===== src/rtl/direction_control.sv =====
// Snake player-input front end: synchronise, debounce and prioritise buttons, commit direction on frame_tick.
// Build macro DIR_REVERSE_BLOCK_EN: when defined, 180-degree reversal requests are rejected.
module direction_control #(
  parameter int unsigned DEBOUNCE_CYCLES = 250000,
  parameter int unsigned CNT_W           = 18,
  parameter logic [1:0]  INIT_DIR        = 2'b10
) (
  input  logic       clk,
  input  logic       reset,
  input  logic       btn_left,
  input  logic       btn_up,
  input  logic       btn_right,
  input  logic       btn_down,
  input  logic       frame_tick,
  output logic [0:1] direction,
  output logic       dir_changed
);

  typedef enum logic [1:0] {
    DIR_LEFT  = 2'b00,
    DIR_TOP   = 2'b01,
    DIR_RIGHT = 2'b10,
    DIR_DOWN  = 2'b11
  } dir_e;

  localparam logic [CNT_W-1:0] CNT_LAST = CNT_W'(DEBOUNCE_CYCLES - 1);

  // Bit index equals the direction code, so index order is also priority order.
  logic [3:0] btn_raw;
  logic [3:0] s1_q, s2_q;
  logic [3:0] stable_q, stable_d;
  logic [3:0] stable_prev_q;
  logic [CNT_W-1:0] cnt_q [4];
  logic [CNT_W-1:0] cnt_d [4];
  logic [3:0] press;

  dir_e direction_q, direction_d;
  dir_e pending_q, pending_d;
  logic pending_valid_q, pending_valid_d;
  logic dir_changed_q, dir_changed_d;

  dir_e req_dir, ref_dir;
  logic req_valid, commit, accept;

  assign btn_raw = {btn_down, btn_right, btn_up, btn_left};

  always_comb begin
    stable_d = stable_q;
    for (int unsigned i = 0; i < 4; i++) begin
      cnt_d[i] = cnt_q[i];
      if (s2_q[i] == stable_q[i]) begin
        cnt_d[i] = '0;
      end else if (cnt_q[i] == CNT_LAST) begin
        stable_d[i] = s2_q[i];
        cnt_d[i]    = '0;
      end else begin
        cnt_d[i] = cnt_q[i] + CNT_W'(1);
      end
    end
  end

  assign press = stable_q & ~stable_prev_q;

  always_comb begin
    req_valid = 1'b1;
    req_dir   = DIR_LEFT;
    if (press[0])      req_dir = DIR_LEFT;
    else if (press[1]) req_dir = DIR_TOP;
    else if (press[2]) req_dir = DIR_RIGHT;
    else if (press[3]) req_dir = DIR_DOWN;
    else               req_valid = 1'b0;
  end

  // A request landing on a committing tick is judged against the direction being committed.
  assign commit  = frame_tick & pending_valid_q;
  assign ref_dir = commit ? pending_q : direction_q;

`ifdef DIR_REVERSE_BLOCK_EN
  assign accept = req_valid && ((req_dir ^ ref_dir) != 2'b00) && ((req_dir ^ ref_dir) != 2'b10);
`else
  assign accept = req_valid && ((req_dir ^ ref_dir) != 2'b00);
`endif

  always_comb begin
    direction_d     = commit ? pending_q : direction_q;
    dir_changed_d   = commit;
    pending_d       = accept ? req_dir : pending_q;
    pending_valid_d = accept | (pending_valid_q & ~frame_tick);
  end

  always_ff @(posedge clk or posedge reset) begin
    if (reset) begin
      s1_q          <= '0;
      s2_q          <= '0;
      stable_q      <= '0;
      stable_prev_q <= '0;
      for (int unsigned i = 0; i < 4; i++) cnt_q[i] <= '0;
    end else begin
      s1_q          <= btn_raw;
      s2_q          <= s1_q;
      stable_q      <= stable_d;
      stable_prev_q <= stable_q;
      for (int unsigned i = 0; i < 4; i++) cnt_q[i] <= cnt_d[i];
    end
  end

  always_ff @(posedge clk or posedge reset) begin
    if (reset) begin
      direction_q     <= dir_e'(INIT_DIR);
      pending_q       <= dir_e'(INIT_DIR);
      pending_valid_q <= 1'b0;
      dir_changed_q   <= 1'b0;
    end else begin
      direction_q     <= direction_d;
      pending_q       <= pending_d;
      pending_valid_q <= pending_valid_d;
      dir_changed_q   <= dir_changed_d;
    end
  end

  assign direction   = direction_q;
  assign dir_changed = dir_changed_q;

endmodule


===== config.mk =====
export PLATFORM = sky130hd
export DESIGN_NAME = direction_control
export DESIGN_NICKNAME = d
export VERILOG_FILES = /design/src/rtl/direction_control.sv
export SDC_FILE = /design/constraint.sdc
export NUM_CORES = 1
export LEC_CHECK = 0
export BUFFER_PORTS_ARGS = -buffer_cell sky130_fd_sc_hd__buf_2
export CORE_MARGIN = 2
export CORE_UTILIZATION = 58
export CTS_CLUSTER_SIZE = 28
export DETAILED_ROUTE_END_ITERATION = 16
export PLACE_DENSITY = 0.77
export SLEW_MARGIN = 20
export SYNTH_ARGS = -nofsm -noshare
export SYNTH_HDL_FRONTEND = slang
export SYNTH_SLANG_ARGS = --single-unit
export TNS_END_PERCENT = 20

===== constraint.sdc =====
create_clock -name clk -period 3.1 [get_ports clk]
set_input_delay 0.31 -clock clk [delete_from_list [all_inputs] [get_ports clk]]
set_output_delay 0.31 -clock clk [all_outputs]
set_load 0.05 [all_outputs]

Word-level counts from Yosys, hierarchy flattened
Cells that the tools add are included.
- equality and inequality tests: 8
- $add $sub $neg: 4
- bitwise logic cells: 11
- muxes and demuxes: 17
- reduce and logical (&&, ||, !) cells: 6
- operator list (operator ; number):
    18-bit two-way mux ; 8
    18-bit by 1-bit adder with 18-bit output, second input constant ; 4
    18-bit equality test, second input constant ; 4
    2-bit two-way mux ; 5
    2-bit AND reduction ; 4
    1-bit inverter ; 5
    4-bit bitwise AND ; 1
    1-bit equality test ; 4
    1-bit two-way mux ; 4
    4-bit inverter ; 1
    1-bit bitwise AND ; 2
    2-bit nonzero test ; 1
    2-bit XOR ; 1
    1-bit logical AND ; 1
    1-bit OR ; 1
- output and inout bits: 3
- word-level logic and storage cells: 61
- flip-flop bits (word level): 94
- input bits: 7

Logic depth before layout (Yosys ltp)
Gate-level depths: netlist of run 1.
- depth in word-level cells: 10
- depth in mapped cells: 7
- gate-level depth less buffers: 6

Worst setup path before layout of run 1
Ideal clock, no wire load.
- kind: reg-to-reg
- start point: register cnt_q[10] (netlist bit)
- end point: register cnt_q[10] (netlist bit)
- path buffers: 2
- stages on the path, launching flop included: 8
- library setup time: 0.119 ns
- arrival time: 1.514 ns
- path slack: 1.467 ns
- cells stage by stage: dfrtp_1 nor4_1 nand4_1 nor4_2 or2_1 buf_6 buf_12 nor2_1
- RTL lines (what ; RTL line ; source):
    start: declaration ; 33 ; logic [CNT_W-1:0] cnt_q [4];

==> key figures, run 1 <==
Synth
  – Synth Area per Inst: 10.4 sq um
  – Yosys top cell area share: 53.3%
  – Leading area contributor after synthesis: dfrtp_1
  – Ys Warns: 0
  – Netlist cell types: 39
  – Syn Inst Count: 417
  – Mapped Nets: 428
  – Top post-synthesis cells by area: dfrtp_1 (53%), nor2_1 (7.7%), xor2_1 (7.1%), xnor2_1 (6.7%), nand3_1 (3.1%)
  – Fraction of the yosys area taken by sequential cells: 54.5%
  – #FFs+latches synth: 94
  – Mapped Area: 4320 sq um

Pwr
  – Lkg Pwr: 2.03 nW
  – Switching Power: 0.487 mW
  – Clock share of power: 36.6%
  – Worst vdd ir: 0.000365 V
  – Pint: 1.61 mW
  – Sequential Power Share: 60.1%
  – Sw Ratio: 23.3%
  – Pwr Total: 2.09 mW
  – Cell area power density: 455 nW/um^2
  – Combinational share of power: 3.3%

Floorplan
  – Die Wd: 90.3 um
  – Site Rows: 31
  – IO Pins: 10
  – Die Ht: 90.3 um
  – Initial Util: 59.9%
  – Core area: 7210 sq um
  – Die footprint: 8150 sq um

Global route
  – Vias in the first global route: 2766
  – Total Routing Usage GR: 18.0%
  – Initial antenna violation count: 0
  – Pin count of the biggest net entering global routing: 53
  – First-pass GRT wire length: 12.0 mm
  – Total grt overflow: 0

Timing
  – Sum Neg Setup Slack: 0 ns
  – RSZ-0062 raised after global routing: false
  – Fin crit share: 66.2%
  – Worst slew pin tran: 0.835 ns
  – Slew Viols, Final: 0
  – Final Hold Vio Count: 0
  – Minimum clock period: 2.05 ns
  – Worst Skew: 0.00789 ns
  – Slew HR: 44.3%
  – Setup Viol. Count Final: 0
  – Peak Freq: 488 MHz
  – Fin Hold WS: 0.0594 ns

Setup path
  – Worst-path fanout max: 18
  – Setup crit start kind: flip-flop
  – Crit Path Class: flip-flop to flip-flop
  – CP arrival: 2.26 ns
  – CP required: 3.31 ns
  – Worst setup EP type: flip-flop

Cells and area
  – Layout cells sized above 1: 9.63%
  – N_diodes: 0
  – Post-route design area: 4610 sq um
  – Util after Layout: 63.8%
  – Final nets: 442
  – Area grow syn2layout: 6.60%

Routing
  – 1st-iter DRT viols: 110
  – Drt drc: 0
  – Via density: 5.24
  – WL final: 6.78 mm
  – Total number of vias: 2806
  – Drt first pass iters: 4
  – Avg WL per Cell: 12.7 um
  – Post-route ant nets: 0

Clock tree
  – # resized after CTS: 0
  – Clock Tree Root: clkbuf_8
  – CTS Buf Count: 9
  – Post-CTS Setup Inserts: 0
  – H-tree Lvls: 3
  – CTS tree: built
  – Clock Pin Slew Worst Setup and Hold Paths: 0.09 ns
  – Clock latency on the worst-skew pair: 0.35 ns
  – Clock sinks: 94
  – CTS Hold Bufs: 0
  – Clock tree buffer depth: 2

Place
  – Input/output buffers: 9
  – HPWL after detailed placement: 4.65 mm
  – Area after DPL: 4410 sq um
  – RD Place Congestion: 0.831

Run
  – Max Cap Viol: 0

Min path
  – Worst Hold Class: input pin to flip-flop

Status
  – Outcome: finished, final reports clean
==> area by class of cell <==
class / instances / area, sq um
Tap cell: 99 / 124
Multi-Input combinational cell: 300 / 1820
Timing Repair Buffer: 11 / 60.1
Sequential cell: 94 / 2350
Clock buffer: 11 / 151
Inverter: 15 / 57.6
Fill cell: 581 / 2610
Clock inverter: 5 / 40.0
==> cells in the final DEF (no fill, tap or decap), types with 3 or more instances in the layout <==
cell	netlist	final
clkbuf_8	0	11
nand2b_1	6	6
or2_1	3	3
xnor2_1	33	33
xor2_1	35	35
inv_1	15	14
a21oi_1	4	4
nand3b_1	3	3
buf_2	0	9
mux2_2	5	5
and3_1	6	6
nand3_1	27	27
nor4_1	8	8
nand2_1	27	27
ha_1	4	4
nor2_1	89	89
inv_6	0	3
nand4_1	19	19
dfrtp_1	92	92
nor3_1	9	9
==> cells by family (layout without fill, tap and decap cells) <==
| family | count (synthesis) | in the layout | share of synthesized area [%] |
|---|---|---|---|
| xor+xnor | 68 | 68 | 13.8 |
| mux | 6 | 6 | 1.53 |
| compound gates | 11 | 11 | 1.68 |
| simple gates | 211 | 211 | 23.9 |
| flops | 94 | 94 | 54.5 |
| buf+inv | 23 | 42 | 3.42 |
| fa+ha+maj | 4 | 4 | 1.16 |
==> worst max-delay path, cell delays in order, from the launching register on <==
cell     delay [ns]
dfrtp_1        0.43
nor4b_1        0.30
nand2_1        0.09
nor4_1         0.42
or2_1          0.54
nor2_1         0.12
==> per-layer routing <==
layer  track usage, %  vias to the layer above  share of wire [%]
met2             29.6                       20                 50
met5                0                        -                  0
li1                 -                     1411                  -
met3             4.92                        6                1.9
met4             5.51                        0               0.90
met1             23.4                     1369                 48
==> path summary, 6_finish.rpt <==
check / from / end / slack [ns] / depth (start not counted)
max: cnt_q[47] / cnt_q[42] / 1.05 / 5
min: btn_up / s1_q[1] / 0.06 / 1
max reg2reg: cnt_q[47] / cnt_q[42] / 1.05 / 5
min reg2reg: s1_q[1] / s2_q[1] / 0.36 / 0
max in group asynchronous: reset / cnt_q[24] / 2.19 / 3
min in group asynchronous: reset / s1_q[1] / 0.09 / 2
==> cell usage after synthesis <==
cell	number
a32o_1	1
and3_1	6
nor4_4	1
nand3b_1	3
nand2_1	27
dfrtp_1	92
xor2_1	35
or2_1	3
dfstp_2	2
or2_2	2
buf_4	2
and4_2	1
nor2_1	89
nor3_1	9
nand2b_1	6
nor4_2	1
ha_1	4
nor4b_1	1
buf_6	5
xnor2_1	33
a311o_1	1
and3b_1	1
nand4_1	19
nor2b_1	2
o21ai_1	1
nor4_1	8
buf_12	1
nand3_2	1
and4bb_2	1
inv_1	15
and4_1	2
o221ai_1	1
a2bb2oi_1	1
o21ai_0	2
nand3_1	27
mux2_2	5
or3_1	1
mux2i_1	1
a21oi_1	4
==> flip-flops by register name, summed over array words and instances (netlist names) <==
name,flops
cnt_q,72
s1_q,4
s2_q,4
stable_prev_q,4
stable_q,4
direction,2
pending_q,2
dir_changed,1
pending_valid_q,1
==> power groups by stage <==
stage | Combinational (mW) | Sequential [mW] | Clock, mW
after CTS | 0.0721 | 1.26 | 0.796
final | 0.0687 | 1.26 | 0.767
after global placement | 0.0706 | 1.28 | 0
after floorplan | 0.0641 | 1.28 | 0
after detailed placement | 0.0719 | 1.28 | 0
after global routing | 0.0823 | 1.26 | 0.850
==> metrics by stage <==
| step | instances | setup slack, ns |
|---|---|---|
| after global placement | 519 | 1.09 |
| after detailed placement | 519 | 1.01 |
| after CTS | 535 | 0.983 |
| final | 535 | 1.05 |
| after floorplan | 417 | 0.345 |
| after global routing | 535 | 0.800 |
No activity file was read; power rests on OpenSTA's default activity.
==> run 2: changes to the inputs <==
ABC_AREA = 1   (was unset)
CORE_UTILIZATION = 56   (was 58)
clock period = 1.77 ns   (was 3.1 ns; I/O delays follow)
==> run 2 against run 1 <==
Synthesized cell count grew 45%. Clock skew rose by 0.0030 ns. Clock power up 96%. Final cell count up 38%. Sequential share of layout area down 6.3 points. First-iteration DRC count rose by 130%. Register-to-register slack worse by 0.91 ns. Flip-flop and latch count did not move. Via count increased by 36%. Final area grew 14%. Utilization down 0.16 points. Highest routed layer unchanged.
==> key figures, run 2 <==
Synth
  – Ys Warns: 0 (unchanged)
  – Leading area contributor after synthesis: dfrtp_1
  – Post-synthesis async set-or-reset flop share: 100% (unchanged)
  – Fraction of the yosys area taken by sequential cells: 49.2% (-5.3 points)
  – Syn Inst Count: 605 (+45%)
  – Mapped Nets: 616 (+44%)
  – Synth Area per Inst: 7.91 sq um (-24%)
  – Number of flops mapped to enable cells by yosys: 0 (unchanged)
  – Mapped Area: 4790 sq um (+11%)
  – Netlist cell types: 34 (-13%)
  – #FFs+latches synth: 94 (unchanged)
  – Post-synth top cells: nand2_1 (124), nor2_1 (116), dfrtp_1 (92)
  – Top_reg_cell synth: dfrtp_1
  – Yosys top cell area share: 48.1% (-5.2 points)
  – Top post-synthesis cells by area: dfrtp_1 (48%), nand2_1 (9.7%), nor2_1 (9.1%), inv_1 (6.7%), nand3_1 (4.0%)
  – Count leader, synth: nand2_1

Timing
  – Worst Skew: 0.0109 ns (+0.00301 ns)
  – Setup Viol. Count Final: 0 (unchanged)
  – Slew Viols, Final: 0 (unchanged)
  – Fin crit share: 92.3% (+26 points)
  – Minimum clock period: 1.63 ns (-0.417 ns)
  – Worst slew pin tran: 0.591 ns (-0.244 ns)
  – Sum Neg Setup Slack: 0 ns (unchanged)
  – Peak Freq: 612 MHz (+26%)
  – Final Hold Vio Count: 0 (unchanged)
  – Slew HR: 60.3% (+16 points)

Run
  – Max Cap Viol: 0 (unchanged)

Clock tree
  – Post-CTS Setup Inserts: 0 (unchanged)
  – Clock Pin Slew Worst Setup and Hold Paths: 0.10 ns (about the same)
  – Clock Tree Root: clkbuf_8
  – CTS tree: built
  – Clock sinks: 94 (unchanged)
  – H-tree Lvls: 3 (unchanged)
  – CTS Buf Count: 9 (unchanged)
  – Clock latency on the worst-skew pair: 0.36 ns (about the same)
  – Clock tree buffer depth: 2 (unchanged)

Setup path
  – Cells on worst reg2reg path: 8 (+3)
  – Setup crit start kind: flip-flop
  – CP arrival: 1.89 ns (-0.37 ns)
  – Reg2reg end: cnt_q[30]
  – Setup slack, reg-to-reg: 0.14 ns (-0.91 ns)
  – Critical path buffers and inverters: 2 (+2)
  – Worst-path cell chain: ha_1, nand3_2, inv_1, nand3_1, nor2_1, a21oi_4, inv_1, nor2_1
  – Max stage delay on crit path: 0.40 ns (-0.14 ns)
  – CP required: 2.02 ns (-1.29 ns)
  – Worst setup EP type: flip-flop
  – Reg2reg start: cnt_q[18]
  – Delay-heaviest family, CP: simple AND/OR/NAND/NOR gates
  – Slowest CP cell: dfrtp_1
  – Worst-path fanout max: 7 (-11)
  – Crit Path Class: flip-flop to flip-flop

Global route
  – Pin count of the biggest net entering global routing: 95 (+79%)
  – Total grt overflow: 0 (unchanged)
  – First-pass GRT wire length: 15.1 mm (+26%)
  – Total Routing Usage GR: 20.7% (+2.8 points)
  – Initial antenna violation count: 0 (unchanged)
  – Vias in the first global route: 3554 (+28%)

Routing
  – WL final: 8.69 mm (+28%)
  – Post-route ant nets: 0 (unchanged)
  – Met2 Wirelength: 4.21 mm (+25%)
  – Drt drc: 0 (unchanged)
  – Avg WL per Cell: 11.8 um (-7.1%)
  – Via density: 5.19 (-1.1%)
  – Highest routed layer: met4
  – 1st-iter DRT viols: 249 (+130%)
  – Total number of vias: 3830 (+36%)
  – M1 WL: 4.02 mm (+25%)
  – Drt first pass iters: 4 (unchanged)
  – Met3 WL post-DR: 305 um (+140%)

Place
  – # placed instances: 717 (+38%)
  – Input/output buffers: 9 (unchanged)
  – RD Place Congestion: 0.847 (+2.0%)
  – HPWL after detailed placement: 6.35 mm (+36%)
  – Area after DPL: 4970 sq um (+13%)

Cells and area
  – Finished Layout Cells: 738 (+38%)
  – Layout cells sized above 1: 11.1% (+1.4 points)
  – Area grow syn2layout: 9.88%
  – N_diodes: 0 (unchanged)
  – Util after Layout: 63.7% (-0.16 points)
  – Post-route design area: 5260 sq um (+14%)
  – Fill cells: 720 (+24%)
  – Largest Register: cnt_q
  – Max FFs per register: 72 (unchanged)
  – Commonest non-fill, non-tap cell in the layout: nand2_1
  – Most frequent cells in the layout: nand2_1 (122), nor2_1 (115), dfrtp_1 (92)
  – Final nets: 639 (+45%)

Floorplan
  – Die Ht: 96.4 um (+6.8%)
  – Die footprint: 9300 sq um (+14%)
  – Initial Util: 58.0% (-1.9 points)
  – IO Pins: 10 (unchanged)
  – Core area: 8260 sq um (+14%)
  – Die Wd: 96.4 um (+6.8%)
  – Site Rows: 33 (+6.5%)

Min path
  – Hold path endpoint: pending_valid_q
  – Worst Hold Class: input pin to flip-flop
  – Worst hold stages: 2 (+1)
  – Min-Delay Startpoint: frame_tick

Pwr
  – Lkg Pwr: 2.38 nW (+17%)
  – Worst vdd ir: 0.000580 V (+59%)
  – Cell area power density: 738 nW/um^2 (+62%)

Status
  – Outcome: finished, final reports clean
==> run 2: per-layer routing <==
layer  track usage [%]  up-vias
met4              6.22        0
li1                  -     1951
met5                 0        -
met2              34.3       65
met3              4.11       14
met1              27.8     1800
==> run 2: report_power, final <==
part | internal, mW | total [mW] | switching, mW
logic | 0.0562 | 0.176 | 0.120
clock network | 0.686 | 1.50 | 0.811
registers | 2.18 | 2.21 | 0.0255
total | 2.92 | 3.88 | 0.956
==> run 2: final cells by class <==
cell class	instances	area, sq um	share of cell area, %
Timing Repair Buffer	16	123	2.33
Tap cell	105	131	2.50
Clock inverter	7	85.1	1.62
Sequential cell	94	2350	44.8
Multi-Input combinational cell	416	2100	39.9
Inverter	91	345	6.57
Clock buffer	9	124	2.36
==> run 2: kinds of logic (layout without fill, tap and decap cells) <==
kind of cell    count (synthesis)  after routing  synth area share [%]
compound gates                 33             33                  4.03
xor+xnor                       28             28                  5.12
fa+ha+maj                       4              4                  1.05
buf+inv                        95            123                  7.66
flops                          94             94                  49.2
simple gates                  351            351                  32.9
==> run 2: worst max-delay path by stage <==
| stage | endpoint | cells after the start | start | slack [ns] |
|---|---|---|---|---|
| after floorplan | cnt_q[49] | 7 | cnt_q[36] | 0.35 |
| after global placement | cnt_q[17] | 10 | cnt_q[0] | 0.11 |
| final | cnt_q[30] | 8 | cnt_q[18] | 0.14 |
| after global routing | cnt_q[30] | 8 | cnt_q[18] | -0.005 |
| after CTS | cnt_q[45] | 6 | cnt_q[36] | 0.04 |
| after detailed placement | cnt_q[45] | 6 | cnt_q[36] | 0.06 |
==> run 2: repair_timing <==
item,CTS,global route
setup endpoints to repair,0,26
endpoints found under the hold margin,96,0
hold buffers,5,0
resized for setup,0,7
==> run 2: stage by stage <==
stage	hold WS (ns)	worst slack (ns)	power, mW
6_report	0.0245	0.136	3.88
5_1_grt	0.0239	-0.00479	4.04
4_1_cts	0.0204	0.0393	3.93
3_5_place_dp	0.287	0.0620	2.42
3_3_place_gp	0.285	0.108	2.41
2_1_floorplan	0.208	0.354	2.37
